`config.mk`:
```
export PLATFORM = sky130hd
export DESIGN_NAME = mdio_master
export DESIGN_NICKNAME = d
export VERILOG_FILES = /design/src/rtl/mdio_master.sv
export SDC_FILE = /design/constraint.sdc
export NUM_CORES = 1
export LEC_CHECK = 0
export BUFFER_PORTS_ARGS = -buffer_cell sky130_fd_sc_hd__buf_2
export CAP_MARGIN = 5
export CELL_PAD_IN_SITES_DETAIL_PLACEMENT = 0
export CELL_PAD_IN_SITES_GLOBAL_PLACEMENT = 1
export CORE_ASPECT_RATIO = 1.75
export CORE_MARGIN = 5
export CORE_UTILIZATION = 47
export DETAILED_ROUTE_END_ITERATION = 8
export PLACE_DENSITY_LB_ADDON = 0.1
export SKIP_CTS_REPAIR_TIMING = 1
export SYNTH_ARGS = -nofsm -noshare
export SYNTH_HDL_FRONTEND = slang
export SYNTH_SLANG_ARGS = --single-unit
```
`constraint.sdc`:
```
create_clock -name CLK -period 2.54 [get_ports CLK]
set_input_delay 0.254 -clock CLK [delete_from_list [all_inputs] [get_ports CLK]]
set_output_delay 0.254 -clock CLK [all_outputs]
set_load 0.02 [all_outputs]
```
`src/rtl/mdio_master.sv`:
```
// Clause-22 MDIO management master: serialises one read or write command per
// request onto MDC/MDIOO/MDIOE and captures MDIOI through a 2-flop synchroniser.
module mdio_master #(
  parameter int DIV          = 2,
  parameter int PREAMBLE_LEN = 32
) (
  input  logic        CLK,
  input  logic        ARSTN,
  input  logic        CMD_VALID,
  output logic        CMD_READY,
  input  logic        CMD_RD,
  input  logic [4:0]  CMD_PHYAD,
  input  logic [4:0]  CMD_REGAD,
  input  logic [15:0] CMD_WDATA,
  output logic [15:0] RDATA,
  output logic        RD_ERR,
  output logic        DONE,
  output logic        BUSY,
  output logic        MDC,
  output logic        MDIOO,
  output logic        MDIOE,
  input  logic        MDIOI,
  output logic [1:0]  STATE_DBG
);

  localparam logic [1:0] S_IDLE  = 2'd0;
  localparam logic [1:0] S_PRE   = 2'd1;
  localparam logic [1:0] S_FRAME = 2'd2;
  localparam logic [1:0] S_FIN   = 2'd3;

  localparam int PW = $clog2(2 * DIV);
  localparam int CW = $clog2(((PREAMBLE_LEN > 32) ? PREAMBLE_LEN : 32) + 1);

  localparam logic [PW-1:0] PH_HI    = PW'(DIV);
  localparam logic [PW-1:0] PH_LAST  = PW'(2 * DIV - 1);
  localparam logic [CW-1:0] PRE_LAST = CW'(PREAMBLE_LEN - 1);
  localparam logic [CW-1:0] N_TA1    = CW'(14);
  localparam logic [CW-1:0] N_TA2    = CW'(15);
  localparam logic [CW-1:0] N_DATA   = CW'(16);
  localparam logic [CW-1:0] N_END    = CW'(32);

  logic [1:0]    state;
  logic [PW-1:0] phase;
  logic [PW-1:0] next_phase;
  logic [CW-1:0] bit_cnt;
  logic [31:0]   tx_sr;
  logic [15:0]   rx_sr;
  logic [15:0]   rdata_q;
  logic          rd_q;
  logic          err_q;
  logic          rd_err_q;
  logic          mdc_q;
  logic          mdioo_q;
  logic          mdioe_q;
  logic [1:0]    sync;
  logic          frame_drive;

  // Handshake: a command is accepted on any rising CLK edge where
  // CMD_VALID & CMD_READY; CMD_READY is high only in IDLE and never depends
  // on CMD_VALID, so a held request waits until the FSM returns to IDLE.
  assign CMD_READY   = (state == S_IDLE);
  assign BUSY        = ~CMD_READY;
  assign DONE        = (state == S_FIN);
  assign RDATA       = rdata_q;
  assign RD_ERR      = rd_err_q;
  assign MDC         = mdc_q;
  assign MDIOO       = mdioo_q;
  assign MDIOE       = mdioe_q;
  assign STATE_DBG   = state;
  assign next_phase  = (phase == PH_LAST) ? '0 : phase + 1'b1;
  // A read hands the line to the PHY from the first turnaround bit onward.
  assign frame_drive = ~rd_q | (bit_cnt < N_TA1);

  always_ff @(posedge CLK or negedge ARSTN) begin
    if (!ARSTN) begin
      state    <= S_IDLE;
      phase    <= '0;
      bit_cnt  <= '0;
      tx_sr    <= '0;
      rx_sr    <= '0;
      rdata_q  <= '0;
      rd_q     <= 1'b0;
      err_q    <= 1'b0;
      rd_err_q <= 1'b0;
      mdc_q    <= 1'b0;
      mdioo_q  <= 1'b1;
      mdioe_q  <= 1'b0;
      sync     <= 2'b11;
    end else begin
      sync <= {sync[0], MDIOI};
      case (state)
        S_IDLE: begin
          if (CMD_VALID) begin
            rd_q    <= CMD_RD;
            tx_sr   <= {2'b01, (CMD_RD ? 2'b10 : 2'b01), CMD_PHYAD, CMD_REGAD,
                        2'b10, CMD_WDATA};
            phase   <= '0;
            bit_cnt <= '0;
            state   <= (PREAMBLE_LEN == 0) ? S_FRAME : S_PRE;
          end
        end
        S_PRE: begin
          phase <= next_phase;
          if (phase == '0) begin
            mdc_q   <= 1'b0;
            mdioo_q <= 1'b1;
            mdioe_q <= 1'b1;
          end else if (phase == PH_HI) begin
            mdc_q <= 1'b1;
          end
          if (phase == PH_LAST) begin
            if (bit_cnt == PRE_LAST) begin
              bit_cnt <= '0;
              state   <= S_FRAME;
            end else begin
              bit_cnt <= bit_cnt + 1'b1;
            end
          end
        end
        S_FRAME: begin
          if ((phase == '0) && (bit_cnt == N_END)) begin
            state    <= S_FIN;
            mdc_q    <= 1'b0;
            mdioo_q  <= 1'b1;
            mdioe_q  <= 1'b0;
            rd_err_q <= rd_q & err_q;
            if (rd_q) rdata_q <= rx_sr;
          end else begin
            phase <= next_phase;
            if (phase == '0) begin
              mdc_q   <= 1'b0;
              mdioe_q <= frame_drive;
              mdioo_q <= frame_drive ? tx_sr[31] : 1'b1;
              tx_sr   <= {tx_sr[30:0], 1'b1};
            end else if (phase == PH_HI) begin
              mdc_q <= 1'b1;
              if (rd_q && (bit_cnt == N_TA2)) err_q <= sync[1];
              if (rd_q && (bit_cnt >= N_DATA)) rx_sr <= {rx_sr[14:0], sync[1]};
            end
            if (phase == PH_LAST) bit_cnt <= bit_cnt + 1'b1;
          end
        end
        default: state <= S_IDLE;
      endcase
    end
  end

endmodule
```
==> flow_metrics.tcl, run 1 <==
set metrics [dict create \
    die_h_um 130.8 \
    setup_tns_ps 0 \
    yosysTopAreaCell "dfrtp_1" \
    grt_max_degree 83 \
    first_iter_violations 89 \
    critical_path_class "reg -> reg" \
    cts.sinks 82 \
    whs_ps 199.0 \
    syn_area_per_cell_um2 13.65 \
    async_flop_share_pct 100.0 \
    status "finished, final reports clean" \
    post_synth_num_cell_types 47 \
    power_w 0.005604 \
    reg2reg_slack_ps 370 \
    hold_class "in -> reg" \
    io_pins 56 \
    grt_pass1_vias 2570 \
    total_leakage_power_nw 2.272 \
    powerDensity_nw_per_um2 1207 \
    netlist_area_um2 3918 \
    period_share_pct 85.33 \
    final_hold_viol_count 0 \
    nFillCells 697 \
    core_area_um2 8203 \
    ys_top_cells_by_count "dfrtp_1 (79), mux2_2 (62), mux2_4 (25)" \
    critPathRequiredTime_ps 2760 \
    drtAntennaViolNets 0 \
    ys.flop_type "dfrtp_1" \
    diodes 0 \
    period_minus_slack_ps 2167 \
    netlist_instances 287 \
    setup_ws_ps 372.6 \
    max_stage_delay_ps 430 \
    maxSlewViolCount 0 \
    routedWlPerCell_um 15.93 \
    synth_edf_count 0 \
    r2r-start "STATE_DBG[1]$_DFFE_PN0P_" \
    start_kind "register" \
    grt_pass1_wl_um 12290 \
    rsz0062_at_grt "no" \
    arrival_ps 2390 \
    totalWireLength_um 7120 \
    antenna_found_initial 0 \
    r2r-end "tx_sr[2]$_DFFE_PN0P_" \
    worstHoldEndpoint "rd_q$_DFFE_PN0P_" \
    min-delay-start "CMD_RD" \
    dp_hpwl_um 5062 \
    drive_gt1_share_pct 48.73 \
    drtPass1Iterations 4 \
    pre_cts_ws_ps 349.8 \
    fp.dieArea_um2 10330 \
    nets 391 \
    hold_depth 2 \
    drcViolationCount 0 \
    numCtsBuffers 9 \
    syn_to_final_growth_pct 18.52 \
    clk_pin_slew_ps 60 \
    die_x_um 79.02 \
    yosysWarnings 0 \
    multi_input_area_um2 1737 \
    finClkSkew_ps 8.036 \
    max_freq_mhz 461.4 \
    cts_tree "done" \
    relSlewSlack_pct 67.70 \
    seq_area_um2 2056 \
    worstRegToRegCells 7 \
    post_drt_via_cell_ratio 5.322 \
    yosysMostFrequentCell "dfrtp_1" \
    place.gp.congestion 0.8582 \
    clk_latency_ps 340 \
    grt-ovfl-total 0 \
    placedInstanceArea_um2 4315 \
    synth_top_area_share_pct 50.46 \
    ir_drop_uv 692.2 \
    rows 44 \
    cts_root_buf "clkbuf_16" \
    start_util_pct 47.76 \
    vias 2379 \
    critPathMaxFanout 32 \
    crit_slowest_cell "dfrtp_1" \
    synth_area_leaders "dfrtp_1 (50%), mux2_2 (18%), mux2_4 (9.6%), ha_1 (3.2%), dfstp_2 (2.0%)" \
    clock_path_buffers 2 \
    stdcell_area_um2 4643 \
    ys_seq_elements 82 \
    cts-htree-levels 3 \
    crit_path_end_kind "register" \
    synth_fp_nets 328 \
    grt_usage_pct 15.22 \
    port_buffers 55 \
    synth-seq-area-share_pct 52.48 \
    path_cells "inv_1, ha_1, nand2b_1, o21ai_0, a21oi_4, buf_12, mux2_2" \
    cap_violations 0 \
    worst_pin_slew_ps 479.4 \
    setup-violations-final 0 \
]
worst max path at each step:
stage	slack [ps]	startpoint	depth (start not counted)	to
after detailed placement	350	STATE_DBG[0]$_DFFE_PN0P_	7	tx_sr[2]$_DFFE_PN0P_
after CTS	320	STATE_DBG[1]$_DFFE_PN0P_	7	tx_sr[1]$_DFFE_PN0P_
final	370	STATE_DBG[1]$_DFFE_PN0P_	7	tx_sr[2]$_DFFE_PN0P_
after floorplan	370	STATE_DBG[0]$_DFFE_PN0P_	7	tx_sr[15]$_DFFE_PN0P_
after global routing	140	STATE_DBG[1]$_DFFE_PN0P_	7	tx_sr[1]$_DFFE_PN0P_
after global placement	420	STATE_DBG[1]$_DFFE_PN0P_	7	tx_sr[2]$_DFFE_PN0P_
area by class of cell:
cell class	count	share of cell area, %
multi-input combinational	178	37.40
timing repair buffer	63	7.922
inverter	16	1.293
tap	92	2.479
clock buffer	9	4.850
clock inverter	7	1.778
sequential	82	44.27
power by group:
part           switching (W)  leakage (nW)  internal (W)
logic                0.00108          1.08       0.00130
clock network       0.000548         0.145      0.000778
registers           0.000228          1.05       0.00167
layer usage:
metal	vias to the layer above	track usage [%]	wire length (um)	part of all wire, %
li1	1157	-	-	-
met1	1167	17.65	2954	41
met2	45	26.42	3758	53
met3	10	3.704	284	4.0
met4	0	6.984	122	1.7
met5	-	0	0	0
per-stage QoR:
| stage | instances | utilization (%) |
|---|---|---|
| after floorplan | 287 | - |
| after global placement | 429 | 52.61 |
| after detailed placement | 429 | 52.61 |
| after CTS | 445 | 56.36 |
| after global routing | 447 | 56.60 |
| final | 447 | 56.60 |
placed cells by master, fill, tap and decap left out, types with 2 or more instances in the layout:
cell type / n
or3_1: 2
dlygate4sd3_1: 2
buf_4: 5
nor3_1: 2
mux2_2: 62
ha_1: 9
dfstp_2: 3
a211oi_1: 2
inv_1: 16
clkinvlp_4: 2
clkbuf_16: 9
and3_1: 2
nand2b_1: 2
o21bai_1: 2
buf_2: 54
o22ai_1: 3
o21ai_0: 11
o2bb2ai_1: 3
nand3_1: 5
mux2i_1: 4
nand2_1: 11
inv_6: 3
nand4_1: 2
o31ai_1: 3
dfrtp_1: 79
mux2_4: 25
buf_12: 2
nor2_1: 6
registers in the layout, summed over array words and instances (netlist names), named ones only:
| signal | flops |
|---|---|
| rx_sr | 16 |
| RD_ERR | 1 |
| STATE_DBG | 2 |
| MDIOO | 1 |
| RDATA | 16 |
| bit_cnt | 6 |
| err_q | 1 |
| sync | 2 |
| rd_q | 1 |
| MDIOE | 1 |
| phase | 2 |
| tx_sr | 32 |
worst max-delay path, delay by kind of cell, from the launching register on:
family                   cells  cell delay (ps)
AO/OA/AOI/OAI                2              390
adder cells (fa/ha/maj)      1              280
buffers and inverters        2              370
flip-flops                   1              430
multiplexers                 1              360
AND/OR/NAND/NOR              1              210
kinds of logic after synthesis:
group / share of synthesized area, %
buffers and inverters: 3.449
flip-flops: 52.48
AND/OR/NAND/NOR: 6.101
AO/OA/AOI/OAI: 6.356
multiplexers: 28.43
adder cells (fa/ha/maj): 3.194
(Power assumes the default switching activity.)
==> run 2, diff against run 1 <==
- ABC_AREA: unset -> 1
- CORE_MARGIN: 5 -> 10
- CORE_UTILIZATION: 47 -> 42
==> run 2 against run 1 <==
  * Hold slack got worse by 180 ps
  * Die area increased by 34%
  * Sequential share of layout area decreased by 0.25 points
  * Synthesized cell count increased by 75%
  * Clock skew decreased by 1.9 ps
  * Largest power group unchanged
==> flow_metrics.tcl, run 2 <==
set metrics [dict create \
    powerDensity_nw_per_um2 1104 \
    start_util_pct 43.31 \
    start_kind "register" \
    ys.flop_type "dfrtp_1" \
    synth_edf_count 0 \
    syn_area_per_cell_um2 7.912 \
    pre_cts_ws_ps 327.8 \
    total_leakage_power_nw 2.437 \
    syn_to_final_growth_pct 17.80 \
    stdcell_area_um2 4669 \
    synth_fp_nets 542 \
    core_area_um2 9151 \
    fp.dieArea_um2 13880 \
    netlist_area_um2 3964 \
    dp_hpwl_um 6842 \
    setup_ws_ps 338.8 \
    dp_cells 662 \
    cts_root_buf "clkbuf_16" \
    grt-ovfl-total 0 \
    maxSlewViolCount 0 \
    clk_latency_ps 340 \
    first_iter_violations 177 \
    crit_slowest_cell "dfrtp_1" \
    post_synth_num_cell_types 28 \
    crit_buf_inv 3 \
    synth_area_leaders "dfrtp_1 (50%), nand2_1 (21%), nand3_1 (4.3%), inv_1 (3.6%), o21ai_0 (3.5%)" \
    io_pins 56 \
    most-common-layout-cells "nand2_1 (217), dfrtp_1 (79), buf_2 (54)" \
    yosysTopAreaCell "dfrtp_1" \
    path_cells "inv_1, ha_1, buf_4, nand2_1, o21ai_2, buf_4, o2111ai_1, nand2_1" \
    place.gp.congestion 0.7951 \
    totalWireLength_um 9474 \
    max_flop_register "tx_sr" \
    ys_seq_elements 82 \
    ys_top_cells_by_count "nand2_1 (217), dfrtp_1 (79), inv_1 (38)" \
    arrival_ps 2470 \
    instances_no_fill 680 \
    hold_class "in -> reg" \
    grt_max_degree 50 \
    max_stage_delay_ps 440 \
    max_freq_mhz 454.3 \
    die_x_um 93.44 \
    vias 3272 \
    port_buffers 55 \
    relSlewSlack_pct 61.01 \
    final_hold_viol_count 0 \
    setup_tns_ps 0 \
    clk_pin_slew_ps 60 \
    yosysMostFrequentCell "nand2_1" \
    drcViolationCount 0 \
    placedInstanceArea_um2 4345 \
    drtPass1Iterations 4 \
    die_h_um 148.5 \
    cp_top_family "buffers and inverters" \
    layout_commonest_cell "nand2_1" \
    rsz0062_at_grt "no" \
    numCtsBuffers 9 \
    status "finished, final reports clean" \
    drive_gt1_share_pct 17.17 \
    critPathRequiredTime_ps 2810 \
    worst_pin_slew_ps 584.8 \
    rows 46 \
    drtAntennaViolNets 0 \
    cts.sinks 82 \
    cap_violations 0 \
    crit_path_end_kind "register" \
    post_drt_via_cell_ratio 4.812 \
    finClkSkew_ps 6.177 \
    async_flop_share_pct 100.0 \
    critPathMaxFanout 20 \
    antenna_found_initial 1 \
    synth-seq-area-share_pct 51.86 \
    largest_register_ffs 32 \
    period_share_pct 86.66 \
    setup-violations-final 0 \
    critical_path_class "reg -> reg" \
    cts-htree-levels 3 \
    nFillCells 934 \
    grt_usage_pct 14.93 \
    nets 595 \
    synth_top_area_share_pct 49.87 \
    grt_pass1_vias 3386 \
    grt_pass1_wl_um 16620 \
    period_minus_slack_ps 2201 \
    cts_tree "done" \
    ir_drop_uv 512.7 \
    clock_path_buffers 2 \
    yosysWarnings 0 \
    routedWlPerCell_um 13.93 \
    netlist_instances 501 \
]
run 2: cell count changes after synthesis, moves of 13 or more:
cell     previous run  this run
o21ai_0            11        28
o21ai_1             1        15
nand2_1            11       217
nand3_1             5        34
inv_1              16        38
mux2_2             62         0
mux2_4             25         0
nor2_1              6        19
run 2: worst paths after layout:
kind,from,end,cells past startpoint,slack [ps]
min,MDIOI,sync[0]$_DFF_PN1_,1,20
min in group asynchronous,ARSTN,tx_sr[7]$_DFFE_PN0P_,2,420
max in group asynchronous,ARSTN,sync[0]$_DFF_PN1_,3,1420
min reg2reg,sync[0]$_DFF_PN1_,sync[1]$_DFF_PN1_,0,360
max reg2reg,STATE_DBG[0]$_DFFE_PN0P_,tx_sr[17]$_DFFE_PN0P_,8,340
max,STATE_DBG[0]$_DFFE_PN0P_,tx_sr[17]$_DFFE_PN0P_,8,340
run 2: worst register-to-register path, delay by kind of cell (launching register included):
kind	cells	cell delay (ps)
buffers and inverters	3	760
AO/OA/AOI/OAI	2	430
flip-flops	1	440
AND/OR/NAND/NOR	2	190
adder cells (fa/ha/maj)	1	320
run 2: metal layers:
metal / part of all wire, % / GRT usage (%)
met1: 41 / 16.72
met2: 53 / 26.26
met3: 4.3 / 3.629
met4: 1.7 / 5.659
met5: 0 / 0
run 2: final cells by class:
class	count	area, um2	share of cell area, %
Clock inverter	7	86.33	1.849
Timing Repair Buffer	67	382.9	8.199
Clock buffer	9	225.2	4.823
Sequential cell	82	2056	44.02
Tap cell	120	150.1	3.215
Antenna cell	1	2.502	0.05359
Inverter	41	153.9	3.296
Multi-Input combinational cell	353	1613	34.54
run 2: cells by family after synthesis:
kind of cell             count (synthesis)  synth area share [%]
buffers and inverters                   66                 7.450
flip-flops                              82                 51.86
AND/OR/NAND/NOR                        282                 29.29
AO/OA/AOI/OAI                           61                 8.239
adder cells (fa/ha/maj)                 10                 3.157
run 2: power by group:
part | internal (W) | switching, W
combinational | 0.000649 | 0.00134
clock | 0.000782 | 0.000564
sequential | 0.00163 | 0.000196
run 2: stage by stage:
step	util [%]	total power, W	hold WS (ps)
after floorplan	-	0.003324	-41.59
after global placement	47.48	0.003846	250.3
after detailed placement	47.48	0.003870	256.3
after CTS	50.89	0.005245	-112.9
after global routing	51.00	0.005625	14.10
final	51.03	0.005155	19.92
==> run 3, diff against run 2 <==
- BUFFER_PORTS_ARGS: -buffer_cell sky130_fd_sc_hd__buf_2 -> -buffer_cell sky130_fd_sc_hd__clkbuf_2
==> run 3 against run 2 <==
  * Via count barely moved
  * Die area unchanged
  * Global-route usage decreased by 0.62 points
  * Critical path depth did not move
  * Routed wire length decreased by 0.32%
  * Sequential power about the same
  * Hold slack gained 120 ps
  * First-iteration DRC count shrank 12%
==> flow_metrics.tcl, run 3 (synthesis results as in run 2) <==
set metrics [dict create \
    cts.sinks 82 \
    crit_path_end_kind "register" \
    start_util_pct 43.31 \
    rows 46 \
    syn_to_final_growth_pct 18.02 \
    critPathRequiredTime_ps 2810 \
    largest_register_ffs 32 \
    maxSlewViolCount 0 \
    grt_pass1_wl_um 16080 \
    totalWireLength_um 9444 \
    r2r-start "STATE_DBG[0]$_DFFE_PN0P_" \
    max_freq_mhz 484.2 \
    status "finished, final reports clean" \
    crit_buf_inv 3 \
    finClkSkew_ps 9.086 \
    clk_latency_ps 340 \
    final_hold_viol_count 0 \
    place.gp.congestion 0.8183 \
    startpoint "STATE_DBG[0]$_DFFE_PN0P_" \
    drive_gt1_share_pct 17.14 \
    setup-violations-final 0 \
    period_share_pct 81.31 \
    drcViolationCount 0 \
    worstRegToRegCells 8 \
    period_minus_slack_ps 2065 \
    critPathMaxFanout 38 \
    vias 3273 \
    die_h_um 148.5 \
    antenna_found_initial 0 \
    post_drt_via_cell_ratio 4.813 \
    nFillCells 911 \
    worst_pin_slew_ps 655.0 \
    arrival_ps 2340 \
    worst-path-stages 8 \
    cts_tree "done" \
    seqPwrFrac_pct 35.3 \
    first_iter_violations 156 \
    cp_top_family "buffers and inverters" \
    relSlewSlack_pct 56.33 \
    reg2reg_slack_ps 470 \
    wl_met2_um 4923 \
    crit_slowest_cell "dfrtp_1" \
    diodes 0 \
    dp_hpwl_um 6713 \
    highest_layer "met4" \
    final_util_pct 51.12 \
    grt_usage_pct 14.31 \
    drtAntennaViolNets 0 \
    fp.dieArea_um2 13880 \
    core_area_um2 9151 \
    cap_violations 0 \
    cts_root_buf "clkbuf_16" \
    setup_tns_ps 0 \
    io_pins 56 \
    drtPass1Iterations 4 \
    clock_path_buffers 2 \
    path_cells "inv_1, ha_1, buf_4, nand2_1, o21ai_2, buf_4, o2111ai_1, nand2_1" \
    die_x_um 93.44 \
    power_frac_comb_pct 38.2 \
    rsz0062_at_grt "no" \
    routedWlPerCell_um 13.89 \
    powerDensity_nw_per_um2 1103 \
    switchingPower_w 0.002109 \
    numCtsBuffers 9 \
    most-common-layout-cells "nand2_1 (217), dfrtp_1 (79), clkbuf_2 (54)" \
    clkPwrFrac_pct 26.5 \
    max_stage_delay_ps 440 \
    layout_commonest_cell "nand2_1" \
    clk_pin_slew_ps 70 \
    max_flop_register "tx_sr" \
    r2r-end "tx_sr[17]$_DFFE_PN0P_" \
    power.internal_w 0.003052 \
    port_buffers 55 \
    critical_path_class "reg -> reg" \
    cts-htree-levels 3 \
    start_kind "register" \
    ir_drop_uv 419.2 \
    grt_max_degree 49 \
    grt_pass1_vias 3379 \
    total_leakage_power_nw 2.438 \
    sw_frac_of_total_pct 40.86 \
    grt-ovfl-total 0 \
    nets 596 \
    hold_class "in -> reg" \
    worstSetupEndpoint "tx_sr[17]$_DFFE_PN0P_" \
    wl_met3_um 450 \
    m1WireLength_um 3901 \
]
run 3: changes by cell type in the layout (fill, tap and decap cells not counted), moves of 2 or more:
cell,before,now
clkinv_4,2,0
buf_2,54,0
clkbuf_2,0,54
inv_6,1,4
run 3: how the worst min path moves through the flow:
stage	from	to	slack, ps	cells past startpoint
after global routing	CMD_VALID	rd_q$_DFFE_PN0P_	160	2
final	CMD_VALID	rd_q$_DFFE_PN0P_	140	2
after detailed placement	ARSTN	tx_sr[4]$_DFFE_PN0P_	330	1
after floorplan	ARSTN	MDIOE$_DFFE_PN0P_	-40	0
after global placement	ARSTN	tx_sr[6]$_DFFE_PN0P_	320	1
after CTS	ARSTN	tx_sr[4]$_DFFE_PN0P_	-30	1
run 3: metrics by stage:
step | total power (W) | cell area (um2) | setup slack, ps | hold slack, ps | instances
global route | 0.005606 | 4678 | 295.6 | 159.7 | 680
global placement | 0.003830 | 4345 | 451.7 | 323.3 | 662
finish | 0.005160 | 4678 | 474.8 | 142.2 | 680
CTS | 0.005226 | 4658 | 451.3 | -31.10 | 678
floorplan | 0.003324 | 3964 | 545.3 | -41.59 | 501
detailed placement | 0.003842 | 4345 | 472.5 | 329.3 | 662
run 3: final cells by class:
cell class | instances | area, um2 | area share (%)
flip-flops and latches | 82 | 2056 | 43.94
repair buffers | 68 | 392.9 | 8.398
clock buffers | 9 | 225.2 | 4.814
inverters | 41 | 153.9 | 3.290
well taps | 120 | 150.1 | 3.209
clock inverters | 7 | 87.58 | 1.872
multi-input cells | 353 | 1613 | 34.47
run 3: per-layer routing:
layer	global-route usage [%]	up-vias
li1	-	1681
met3	3.931	11
met5	0	-
met4	5.271	0
met2	25.17	59
met1	15.79	1522
run 3: power groups by stage:
| stage | Clock (W) | Sequential, W | Combinational [W] |
|---|---|---|---|
| finish | 0.00137 | 0.00182 | 0.00197 |
| global route | 0.00146 | 0.00186 | 0.00228 |
| CTS | 0.00139 | 0.00182 | 0.00201 |
| detailed placement | 0 | 0.00184 | 0.00200 |
| global placement | 0 | 0.00185 | 0.00198 |
| floorplan | 0 | 0.00183 | 0.00150 |
